==> src/rtl/regfile_wb_arbiter_if.sv <==
// Write-port arbitration bus: WB and mul/div requesters, register file write
// port, and the PENDING / ERR_WAW status towards decode.
interface regfile_wb_arbiter_if;
  logic        WB_VALID;
  logic [4:0]  WB_ADDR;
  logic [31:0] WB_DATA;
  logic        WB_READY;
  logic        MD_VALID;
  logic [4:0]  MD_ADDR;
  logic [31:0] MD_DATA;
  logic        MD_READY;
  logic        WRITEENABLE;
  logic [4:0]  WRITEADDRESS;
  logic [31:0] WRITEDATA;
  logic [31:0] PENDING;
  logic        ERR_WAW;

  // Pipeline / environment side
  modport master (
    output WB_VALID, WB_ADDR, WB_DATA, MD_VALID, MD_ADDR, MD_DATA,
    input  WB_READY, MD_READY, WRITEENABLE, WRITEADDRESS, WRITEDATA,
           PENDING, ERR_WAW
  );

  // Arbiter side
  modport slave (
    input  WB_VALID, WB_ADDR, WB_DATA, MD_VALID, MD_ADDR, MD_DATA,
    output WB_READY, MD_READY, WRITEENABLE, WRITEADDRESS, WRITEDATA,
           PENDING, ERR_WAW
  );
endinterface

==> src/rtl/regfile_wb_arbiter.sv <==
// Register file write-port arbiter: WB stage has default priority, mul/div
// results are queued in a DEPTH-entry FIFO, and a starvation counter hands the
// port to the FIFO head after STARVE_LIMIT consecutive losses.
module regfile_wb_arbiter #(
  parameter int unsigned DEPTH        = 2,
  parameter int unsigned STARVE_LIMIT = 4
) (
  input  logic               CLK,
  input  logic               RESET,
  regfile_wb_arbiter_if.slave bus
);

  localparam int unsigned AW = $clog2(DEPTH);
  localparam int unsigned CW = $clog2(DEPTH + 1);
  localparam int unsigned SW = (STARVE_LIMIT > 1) ? $clog2(STARVE_LIMIT) : 1;

  typedef enum logic {WB_PRI, MD_PRI} state_t;

  state_t          state;
  logic [SW-1:0]   starve;
  logic [AW-1:0]   rd_ptr;
  logic [AW-1:0]   wr_ptr;
  logic [CW-1:0]   count;
  logic [4:0]      fifo_addr [DEPTH];
  logic [31:0]     fifo_data [DEPTH];
  logic            err_waw;

  logic            empty;
  logic            full;
  logic            wb_eff;
  logic            grant_wb;
  logic            grant_md;
  logic            wb_ready;
  logic            md_ready;
  logic            push;
  logic [31:0]     pend;
  logic [AW-1:0]   off;

  assign empty  = (count == '0);
  assign full   = (count == CW'(DEPTH));
  assign wb_eff = bus.WB_VALID && (bus.WB_ADDR != 5'd0);

  // Grant selection for the current cycle; everything is held off in reset
  always_comb begin
    grant_wb = 1'b0;
    grant_md = 1'b0;
    wb_ready = 1'b1;
    if (!RESET) begin
      case (state)
        WB_PRI: begin
          if (wb_eff)      grant_wb = 1'b1;
          else if (!empty) grant_md = 1'b1;
        end
        MD_PRI: begin
          grant_md = !empty;
          wb_ready = !wb_eff;
        end
        default: ;
      endcase
    end
  end

  assign md_ready = !RESET && !full;
  // x0 results complete the handshake but are never queued
  assign push     = bus.MD_VALID && md_ready && (bus.MD_ADDR != 5'd0);

  // Pending-register mask over the live FIFO entries
  always_comb begin
    pend = '0;
    off  = '0;
    for (int unsigned i = 0; i < DEPTH; i++) begin
      off = AW'(i) - rd_ptr;
      if (CW'(off) < count)
        pend = pend | (32'd1 << fifo_addr[i]);
    end
    pend[0] = 1'b0;
  end

  // Write-port and handshake outputs
  always_comb begin
    bus.WRITEENABLE  = grant_wb || grant_md;
    bus.WRITEADDRESS = '0;
    bus.WRITEDATA    = '0;
    if (grant_wb) begin
      bus.WRITEADDRESS = bus.WB_ADDR;
      bus.WRITEDATA    = bus.WB_DATA;
    end else if (grant_md) begin
      bus.WRITEADDRESS = fifo_addr[rd_ptr];
      bus.WRITEDATA    = fifo_data[rd_ptr];
    end
    bus.WB_READY = wb_ready;
    bus.MD_READY = md_ready;
    bus.PENDING  = RESET ? '0 : pend;
    bus.ERR_WAW  = err_waw;
  end

  // FIFO payload storage; no reset needed, validity comes from count
  always_ff @(posedge CLK) begin
    if (!RESET && push) begin
      fifo_addr[wr_ptr] <= bus.MD_ADDR;
      fifo_data[wr_ptr] <= bus.MD_DATA;
    end
  end

  // Priority FSM, starvation counter, FIFO pointers and WAW flag
  always_ff @(posedge CLK) begin
    if (RESET) begin
      state   <= WB_PRI;
      starve  <= '0;
      rd_ptr  <= '0;
      wr_ptr  <= '0;
      count   <= '0;
      err_waw <= 1'b0;
    end else begin
      if (push)     wr_ptr <= wr_ptr + AW'(1);
      if (grant_md) rd_ptr <= rd_ptr + AW'(1);
      count <= count + CW'(push) - CW'(grant_md);

      if (grant_wb && pend[bus.WB_ADDR])
        err_waw <= 1'b1;

      // MD_PRI always grants the head, so it lasts exactly one cycle
      if (state == MD_PRI)
        state <= WB_PRI;

      if (empty || grant_md) begin
        starve <= '0;
      end else if (starve == SW'(STARVE_LIMIT - 1)) begin
        starve <= '0;
        state  <= MD_PRI;
      end else begin
        starve <= starve + SW'(1);
      end
    end
  end

endmodule

==> src/flat_wrapper.sv <==
// flat-port wrapper written by rule: the top's interface ports become plain ports
module regfile_wb_arbiter_flat 
#(
  parameter int unsigned DEPTH        = 2,
  parameter int unsigned STARVE_LIMIT = 4
)
  (CLK, RESET, bus_WB_VALID, bus_WB_ADDR, bus_WB_DATA, bus_MD_VALID, bus_MD_ADDR, bus_MD_DATA, bus_WB_READY, bus_MD_READY, bus_WRITEENABLE, bus_WRITEADDRESS, bus_WRITEDATA, bus_PENDING, bus_ERR_WAW);
  regfile_wb_arbiter_if bus_i ();
  input  logic CLK;
  input  logic RESET;
  input wire logic [$bits(bus_i.WB_VALID)-1:0] bus_WB_VALID;
  input wire logic [$bits(bus_i.WB_ADDR)-1:0] bus_WB_ADDR;
  input wire logic [$bits(bus_i.WB_DATA)-1:0] bus_WB_DATA;
  input wire logic [$bits(bus_i.MD_VALID)-1:0] bus_MD_VALID;
  input wire logic [$bits(bus_i.MD_ADDR)-1:0] bus_MD_ADDR;
  input wire logic [$bits(bus_i.MD_DATA)-1:0] bus_MD_DATA;
  output wire logic [$bits(bus_i.WB_READY)-1:0] bus_WB_READY;
  output wire logic [$bits(bus_i.MD_READY)-1:0] bus_MD_READY;
  output wire logic [$bits(bus_i.WRITEENABLE)-1:0] bus_WRITEENABLE;
  output wire logic [$bits(bus_i.WRITEADDRESS)-1:0] bus_WRITEADDRESS;
  output wire logic [$bits(bus_i.WRITEDATA)-1:0] bus_WRITEDATA;
  output wire logic [$bits(bus_i.PENDING)-1:0] bus_PENDING;
  output wire logic [$bits(bus_i.ERR_WAW)-1:0] bus_ERR_WAW;
  assign bus_i.WB_VALID = bus_WB_VALID;
  assign bus_i.WB_ADDR = bus_WB_ADDR;
  assign bus_i.WB_DATA = bus_WB_DATA;
  assign bus_i.MD_VALID = bus_MD_VALID;
  assign bus_i.MD_ADDR = bus_MD_ADDR;
  assign bus_i.MD_DATA = bus_MD_DATA;
  assign bus_WB_READY = bus_i.WB_READY;
  assign bus_MD_READY = bus_i.MD_READY;
  assign bus_WRITEENABLE = bus_i.WRITEENABLE;
  assign bus_WRITEADDRESS = bus_i.WRITEADDRESS;
  assign bus_WRITEDATA = bus_i.WRITEDATA;
  assign bus_PENDING = bus_i.PENDING;
  assign bus_ERR_WAW = bus_i.ERR_WAW;
  regfile_wb_arbiter #(.DEPTH(DEPTH), .STARVE_LIMIT(STARVE_LIMIT)) u_core (.CLK(CLK), .RESET(RESET), .bus(bus_i));
endmodule
==> config.mk <==
export PLATFORM = sky130hd
export DESIGN_NAME = regfile_wb_arbiter_flat
export DESIGN_NICKNAME = d
export VERILOG_FILES = /design/src/rtl/regfile_wb_arbiter_if.sv /design/src/rtl/regfile_wb_arbiter.sv /design/src/flat_wrapper.sv
export SDC_FILE = /design/constraint.sdc
export NUM_CORES = 1
export LEC_CHECK = 0
export CORE_MARGIN = 2
export CORE_UTILIZATION = 46
export CTS_CLUSTER_SIZE = 30
export DETAILED_ROUTE_END_ITERATION = 7
export PLACE_DENSITY_LB_ADDON = 0.2
export SLEW_MARGIN = 20
export SYNTH_ARGS = -nofsm -noshare
export SYNTH_HDL_FRONTEND = slang
export SYNTH_SLANG_ARGS = --single-unit
export TNS_END_PERCENT = 30
==> constraint.sdc <==
create_clock -name CLK -period 5 [get_ports CLK]
set_clock_uncertainty 0.15 [all_clocks]
set_input_delay 1.25 -clock CLK [delete_from_list [all_inputs] [get_ports CLK]]
set_output_delay 1.25 -clock CLK [all_outputs]
set_load 0.05 [all_outputs]
==> metrics.txt <==
Netlist cell types=49; clock insertion delay at the later pin of the skew report=350 ps; remaining max-slew budget at the tightest pin=0.4725; antenna violations before repair=0; effective utilization at floorplan=0.4728; element type at the critical path start=input port; Yosys top cell by area=edfxtp_1; DIE AREA=0.01025 mm²; num ports=151; H-tree depth=3; total leakage power=2.388 nW; detailed-routed wire length on met3=844 µm; Overall Global Routing Usage=0.2293; period utilization=0.9689; drt initial violations=164; setup repair after global routing missed its margin=yes; row count=35; Primary FF master, synth=edfxtp_1; IR Drop Worst-Case VDD=233.2 µV; data required time at the worst endpoint=3600 ps; Non-Filler Cell Area, Final=0.006504 mm²; Crit Path Max Fanout=30; wire length on met1=4849 µm; Placement Setup Slack=172.0 ps; maximum operating frequency=206.4 MHz; met2 routed WL=5396 µm; mean area per synthesized cell=11.21 µm²; Mapped Nets=469; Arrival @ worst endpoint=3440 ps; type of the worst setup path=input port to primary output; IO Port Bufs=149; Worst path max stage delay=430 ps; TritonCTS clock tree=done; final-report hold violation count=0; via count of the first global-routing pass=3594; Worst Setup SP=bus_WB_ADDR[0]; Vert. Die Dim=101.2 µm; Netlist Area Pre-Place=0.004348 mm²; Max Transition Viols Final=0; Die Span X=101.2 µm; routed length per placed instance=17.42 µm; ratio of routed vias to standard cells=5.569; number of buffers and inverters on the critical path=4; cts bufs inserted=9; Routed Wire Length=11320 µm; instance area after placement=0.006289 mm²; cell count of the worst reg-to-reg path=6; final worst setup slack=155.7 ps; launch point of the worst reg-to-reg path=u_core.fifo_addr[0][1]$_DFFE_PP_; number of instances in the synthesized netlist=388; minimum period implied by the final worst setup slack=4844 ps; standard cell with the maximum stage delay on the critical path=clkdlybuf4s50_1; Top Layer Used=met4; Antenna Cells=0; Vias=3620; Post-synth EDFFs=74; ratio of cells with drive above 1 in the final layout=0.2171; library cell appearing most often on the critical path=nor2_1; worst hold path startpoint=u_core.starve[0]$_SDFF_PP0_; number of buffers added to fix hold violations after cts=0; Floorplan Core Area=0.009196 mm²; area delta synth->final=49.58%; number of register bits inferred by synthesis=83; YS warnings=0; capture point of the worst reg-to-reg path=u_core.bus.ERR_WAW$_SDFFE_PP0P_; library cell used as clock root buffer=clkbuf_8; Async S/R FF share, synth=0; post-detailed-placement half-perimeter wirelength=8730 µm; gate family responsible for the most delay along the worst path=buffers and inverters; worst hold-check path type=flip-flop to flip-flop; transition time at the pin with the least slew margin=785.2 ps; total overflow reported by the global router=0; worst hold slack=284.7 ps; global-route wire length before repair=18130 µm; final weighted congestion in routability-driven placement=0.9108; Hold Path Depth=1; final cell utilization of the core=0.7072; PD cells=306.9 mW/mm²; DRT antenna net count=0; Clock Sink Count=83; number of nets in the layout=615; Hold Crit Endpoint=u_core.starve[0]$_SDFF_PP0_; area share of the largest cell type after synthesis=0.5111; sequential area share after synthesis=0.5525; reg2reg setup slack=2410 ps; Clock Path Buffers=2; Setup Viol. Count Final=0; largest cells by area after synthesis=edfxtp_1 51%, mux2i_1 9.0%, o21ai_0 4.4%; max-cap viol count=0; run status=finished clean; Critical Path End Type=primary output; DRC viols=0; pin count of the biggest net entering global routing=31; sequence of cells on the critical path=clkdlybuf4s50_1 -> inv_1 -> nand3_1 -> o31ai_1 -> nor2_1 -> nor2_1 -> nand2_1 -> buf_4 -> o21ai_0 -> buf_12; Clk pin slew, worst setup/hold paths=90 ps; Detailed Routing Iterations Pass 1=5
power breakdown:
group / total (mW) / switching [mW] / internal (mW) / leakage [nW]
clock: 0.516 / 0.261 / 0.255 / 0.107
sequential: 0.856 / 0.0511 / 0.805 / 0.752
combinational: 0.623 / 0.334 / 0.289 / 1.53
total: 2.00 / 0.646 / 1.35 / 2.39
worst reg2reg max path: stages (launching register included):
cell and delay [ps]:
edfxtp_1 520, nor3b_1 550, a22oi_1 220, mux4_2 510
mux2_2 280, o211a_1 220, o41ai_1 50
cell usage in the layout (no fill, tap or decap), drive strengths merged, types with 2 or more instances in the layout:
| cell type | Yosys | final |
|---|---|---|
| a21oi | 6 | 6 |
| a22o | 6 | 6 |
| a22oi | 25 | 25 |
| and2 | 7 | 7 |
| and3 | 2 | 2 |
| and3b | 3 | 3 |
| buf | 11 | 84 |
| clkbuf | 16 | 10 |
| clkdlybuf4s50 | 0 | 78 |
| dfxtp | 9 | 9 |
| edfxtp | 74 | 74 |
| ha | 3 | 3 |
| inv | 9 | 13 |
| mux2 | 3 | 3 |
| mux2i | 39 | 39 |
| mux4 | 4 | 4 |
| nand2 | 45 | 45 |
| nand3 | 4 | 4 |
| nor2 | 40 | 40 |
| nor2b | 2 | 2 |
| nor3 | 5 | 5 |
| nor3b | 9 | 9 |
| o211a | 5 | 5 |
| o21ai | 38 | 38 |
| o41ai | 2 | 2 |
| or2 | 2 | 2 |
| xnor2 | 3 | 3 |
cells in the mapped netlist, types with 2 or more instances:
cell type	count
edfxtp_1	74
nand2_1	45
nor2_1	40
mux2i_1	39
o21ai_0	38
a22oi_1	25
clkbuf_1	13
dfxtp_1	9
inv_1	9
and2_1	7
nor3b_1	7
a22o_1	6
a21oi_1	5
buf_2	5
nor3_1	5
o211a_1	5
nand3_1	4
and3b_1	3
buf_1	3
buf_4	3
clkbuf_2	3
ha_1	3
mux2_2	3
mux4_2	3
xnor2_1	3
and3_1	2
nor2b_1	2
o41ai_1	2
or2_2	2
sequential cells by signal (all words and copies together) (netlist names), named ones only:
| name | flops |
|---|---|
| u_core.count | 2 |
| u_core.wr_ptr | 1 |
| u_core.starve | 2 |
| u_core.fifo_addr | 10 |
| u_core.fifo_data | 64 |
| u_core.bus.ERR_WAW | 1 |
| u_core.rd_ptr | 1 |
| u_core.state | 1 |
how the worst max path moves through the flow:
stage / to / slack (ps) / depth (start not counted)
after floorplan: u_core.fifo_addr[0][0]$_DFFE_PP_ / 100 / 5
final: bus_WRITEDATA[4] / 160 / 10
after detailed placement: bus_WRITEDATA[26] / 170 / 10
after CTS: bus_WRITEDATA[26] / 140 / 10
after global routing: bus_WRITEDATA[0] / -8 / 10
after global placement: bus_WRITEADDRESS[0] / 290 / 10
through the flow:
stage                     std cells  power [mW]  TNS (ps)
final                           650       1.996         0
after global routing            650       2.090    -40.10
after CTS                       650       2.014         0
after detailed placement        634       1.497         0
after global placement          634       1.484         0
after floorplan                 388       1.202         0
routing by layer:
| layer | vias up | GRT usage |
|---|---|---|
| met5 | - | 0 |
| met4 | 0 | 0.08108 |
| met3 | 19 | 0.05866 |
| met2 | 169 | 0.3658 |
| met1 | 1699 | 0.3056 |
| li1 | 1733 | - |
logic make-up after synthesis:
kind of cell               synth area share
and+or+nand+nor                      0.1367
AOI/OAI and AO/OA                    0.1373
DFF                                  0.5525
muxes                                0.1191
buffers and inverters               0.03683
xor gates and xnor gates           0.008059
adders and majority gates          0.008634
other                             0.0008625
final cells by class:
| class | instances | area, µm² |
|---|---|---|
| Fill cell | 687 | 2693 |
| Sequential cell | 83 | 2404 |
| Timing Repair Buffer | 162 | 1912 |
| Multi-Input combinational cell | 268 | 1797 |
| Tap cell | 111 | 138.9 |
| Clock buffer | 10 | 137.6 |
| Clock inverter | 6 | 77.57 |
| Inverter | 10 | 37.54 |
repair_timing:
| item | 4_1_cts | 5_1_grt |
|---|---|---|
| endpoints found under the setup margin | 0 | 13 |
| resized for setup | 0 | 8 |
| hold endpoints to repair | 0 | 0 |
| buffers inserted | 0 | 0 |
No activity file was read; power rests on OpenSTA's default activity.
==> variant (same flow settings) <==
`STARVE_LIMIT` is set to 4 in 2 places; all go to 2.
--- a/src/rtl/regfile_wb_arbiter.sv
+++ b/src/rtl/regfile_wb_arbiter.sv
@@ -3,7 +3,7 @@
 // port to the FIFO head after STARVE_LIMIT consecutive losses.
 module regfile_wb_arbiter #(
   parameter int unsigned DEPTH        = 2,
-  parameter int unsigned STARVE_LIMIT = 4
+  parameter int unsigned STARVE_LIMIT = 2
 ) (
   input  logic               CLK,
   input  logic               RESET,
--- a/src/flat_wrapper.sv
+++ b/src/flat_wrapper.sv
@@ -2,7 +2,7 @@
 module regfile_wb_arbiter_flat 
 #(
   parameter int unsigned DEPTH        = 2,
-  parameter int unsigned STARVE_LIMIT = 4
+  parameter int unsigned STARVE_LIMIT = 2
 )
   (CLK, RESET, bus_WB_VALID, bus_WB_ADDR, bus_WB_DATA, bus_MD_VALID, bus_MD_ADDR, bus_MD_DATA, bus_WB_READY, bus_MD_READY, bus_WRITEENABLE, bus_WRITEADDRESS, bus_WRITEDATA, bus_PENDING, bus_ERR_WAW);
   regfile_wb_arbiter_if bus_i ();
Formal check against the unedited RTL: not equivalent (Yosys sat finds a counterexample within 4 cycles, from zero or initial values and one cycle with RESET high).
==> variant against the original RTL <==
Synthesized area increased by 2.9%. Count of clock-buffer cells in the layout fell by 1. Design area is 5.4% higher. Total power rose by 3.3%. Wire length grew 18%. Setup slack worse by 23 ps. Register-to-register slack worse by 280 ps. Sequential cell count decreased by 1. Critical path type unchanged. Critical endpoint is now bus_WRITEDATA[10].
==> variant: results (changes against the original RTL) <==
HP Start u_core.starve; number of DRC markers in iteration 0 201 (+23%); CP top delay family simple AND/OR/NAND/NOR gates; total track usage 25.18% (+2.3 points); met3 WL 1.050 mm (+24%); WHS 274.2 ps (-10.52 ps); Post-DP HPWL 9.709 mm (+11%); Vias/cell 5.681 (+2.0%); VDD IR max 0.2508 mV (+7.5%); top post-synthesis cells by area edfxtp_1, mux2i_1, a22oi_1; crit path max fanout 21 (-30%); Metal-1 WL 5.236 mm (+8.0%); Min-Delay Endpoint u_core.starve; Reg2Reg Depth 7 (+1); met3 Track Usage GR 6.034% (+0.17 points); slowest stage delay, CP 450 ps (+20 ps); Critical Path Slowest Stage Cell or4_4; dpl cells 664 (+4.7%); global-route wire length before repair 20.18 mm (+11%); gpl congestion 0.9355 (+2.7%); synth unique cells 53 (+8.2%); LEAKAGE 2.380 nW (-0.31%); largest net degree at the start of global routing 41 (+32%); nets@finish 627 (+2.0%); Placement Cell Area 6623 um2 (+5.3%); number of global-route vias before repair 3877 (+7.9%); Seq/Total Area, Yosys 53.23% (-2.0 points); met2 wire len 6.668 mm (+24%); synth cell count leaders edfxtp_1, nand2_1, nor2_1, mux2i_1, a22oi_1; sw power 0.6859 mW (+6.1%); status complete, no violations
## variant: power groups by stage
stage               registers [mW]  clock network (mW)  logic [mW]
floorplan                    0.834                   0       0.412
global placement             0.877                   0       0.642
detailed placement           0.880                   0       0.651
CTS                          0.865               0.555       0.656
global route                 0.873               0.585       0.689
finish                       0.866               0.543       0.653
## variant: how the worst max path moves through the flow
stage / from / endpoint / slack (ps)
after floorplan: bus_WB_ADDR[1] / bus_WRITEDATA[10] / -80
after global placement: bus_WB_VALID / bus_WRITEADDRESS[4] / 40
after detailed placement: bus_WB_ADDR[0] / bus_WRITEDATA[10] / 10
after CTS: bus_WB_ADDR[0] / bus_WRITEDATA[10] / 0.2
after global routing: bus_WB_ADDR[0] / bus_WRITEDATA[10] / 20
final: bus_WB_ADDR[0] / bus_WRITEDATA[10] / 130
## variant: worst reg2reg max path: stages (launching register included)
cell      delay, ps
dfxtp_1         430
nand2b_1        160
a21oi_1         820
a22oi_1         260
a211oi_1        380
a22oi_1         210
o211a_1         250
o211ai_1        140
## variant: repair_timing
| action | CTS | global route |
|---|---|---|
| gates resized for setup | 0 | 1 |
| buffers inserted | 0 | 0 |
| endpoints found under the setup margin | 0 | 17 |
## variant: cells by family (layout without fill, tap and decap cells)
kind of cell / count (synthesis) / count (layout) / synth area share [%]
simple gates: 132 / 133 / 14.03
compound gates: 107 / 107 / 17.81
flops: 82 / 82 / 53.23
mux: 39 / 39 / 9.030
buf+inv: 38 / 184 / 4.473
xor+xnor: 4 / 4 / 0.7829
fa+ha+maj: 2 / 2 / 0.5590
other cells: 1 / 1 / 0.08379
## variant: cell type report
type,count,share of cell area [%]
timing repair buffer,161,31.24
sequential,82,34.79
tap,129,2.354
clock inverter,7,1.460
inverter,7,0.3831
multi-input combinational,286,27.97
clock buffer,9,1.806
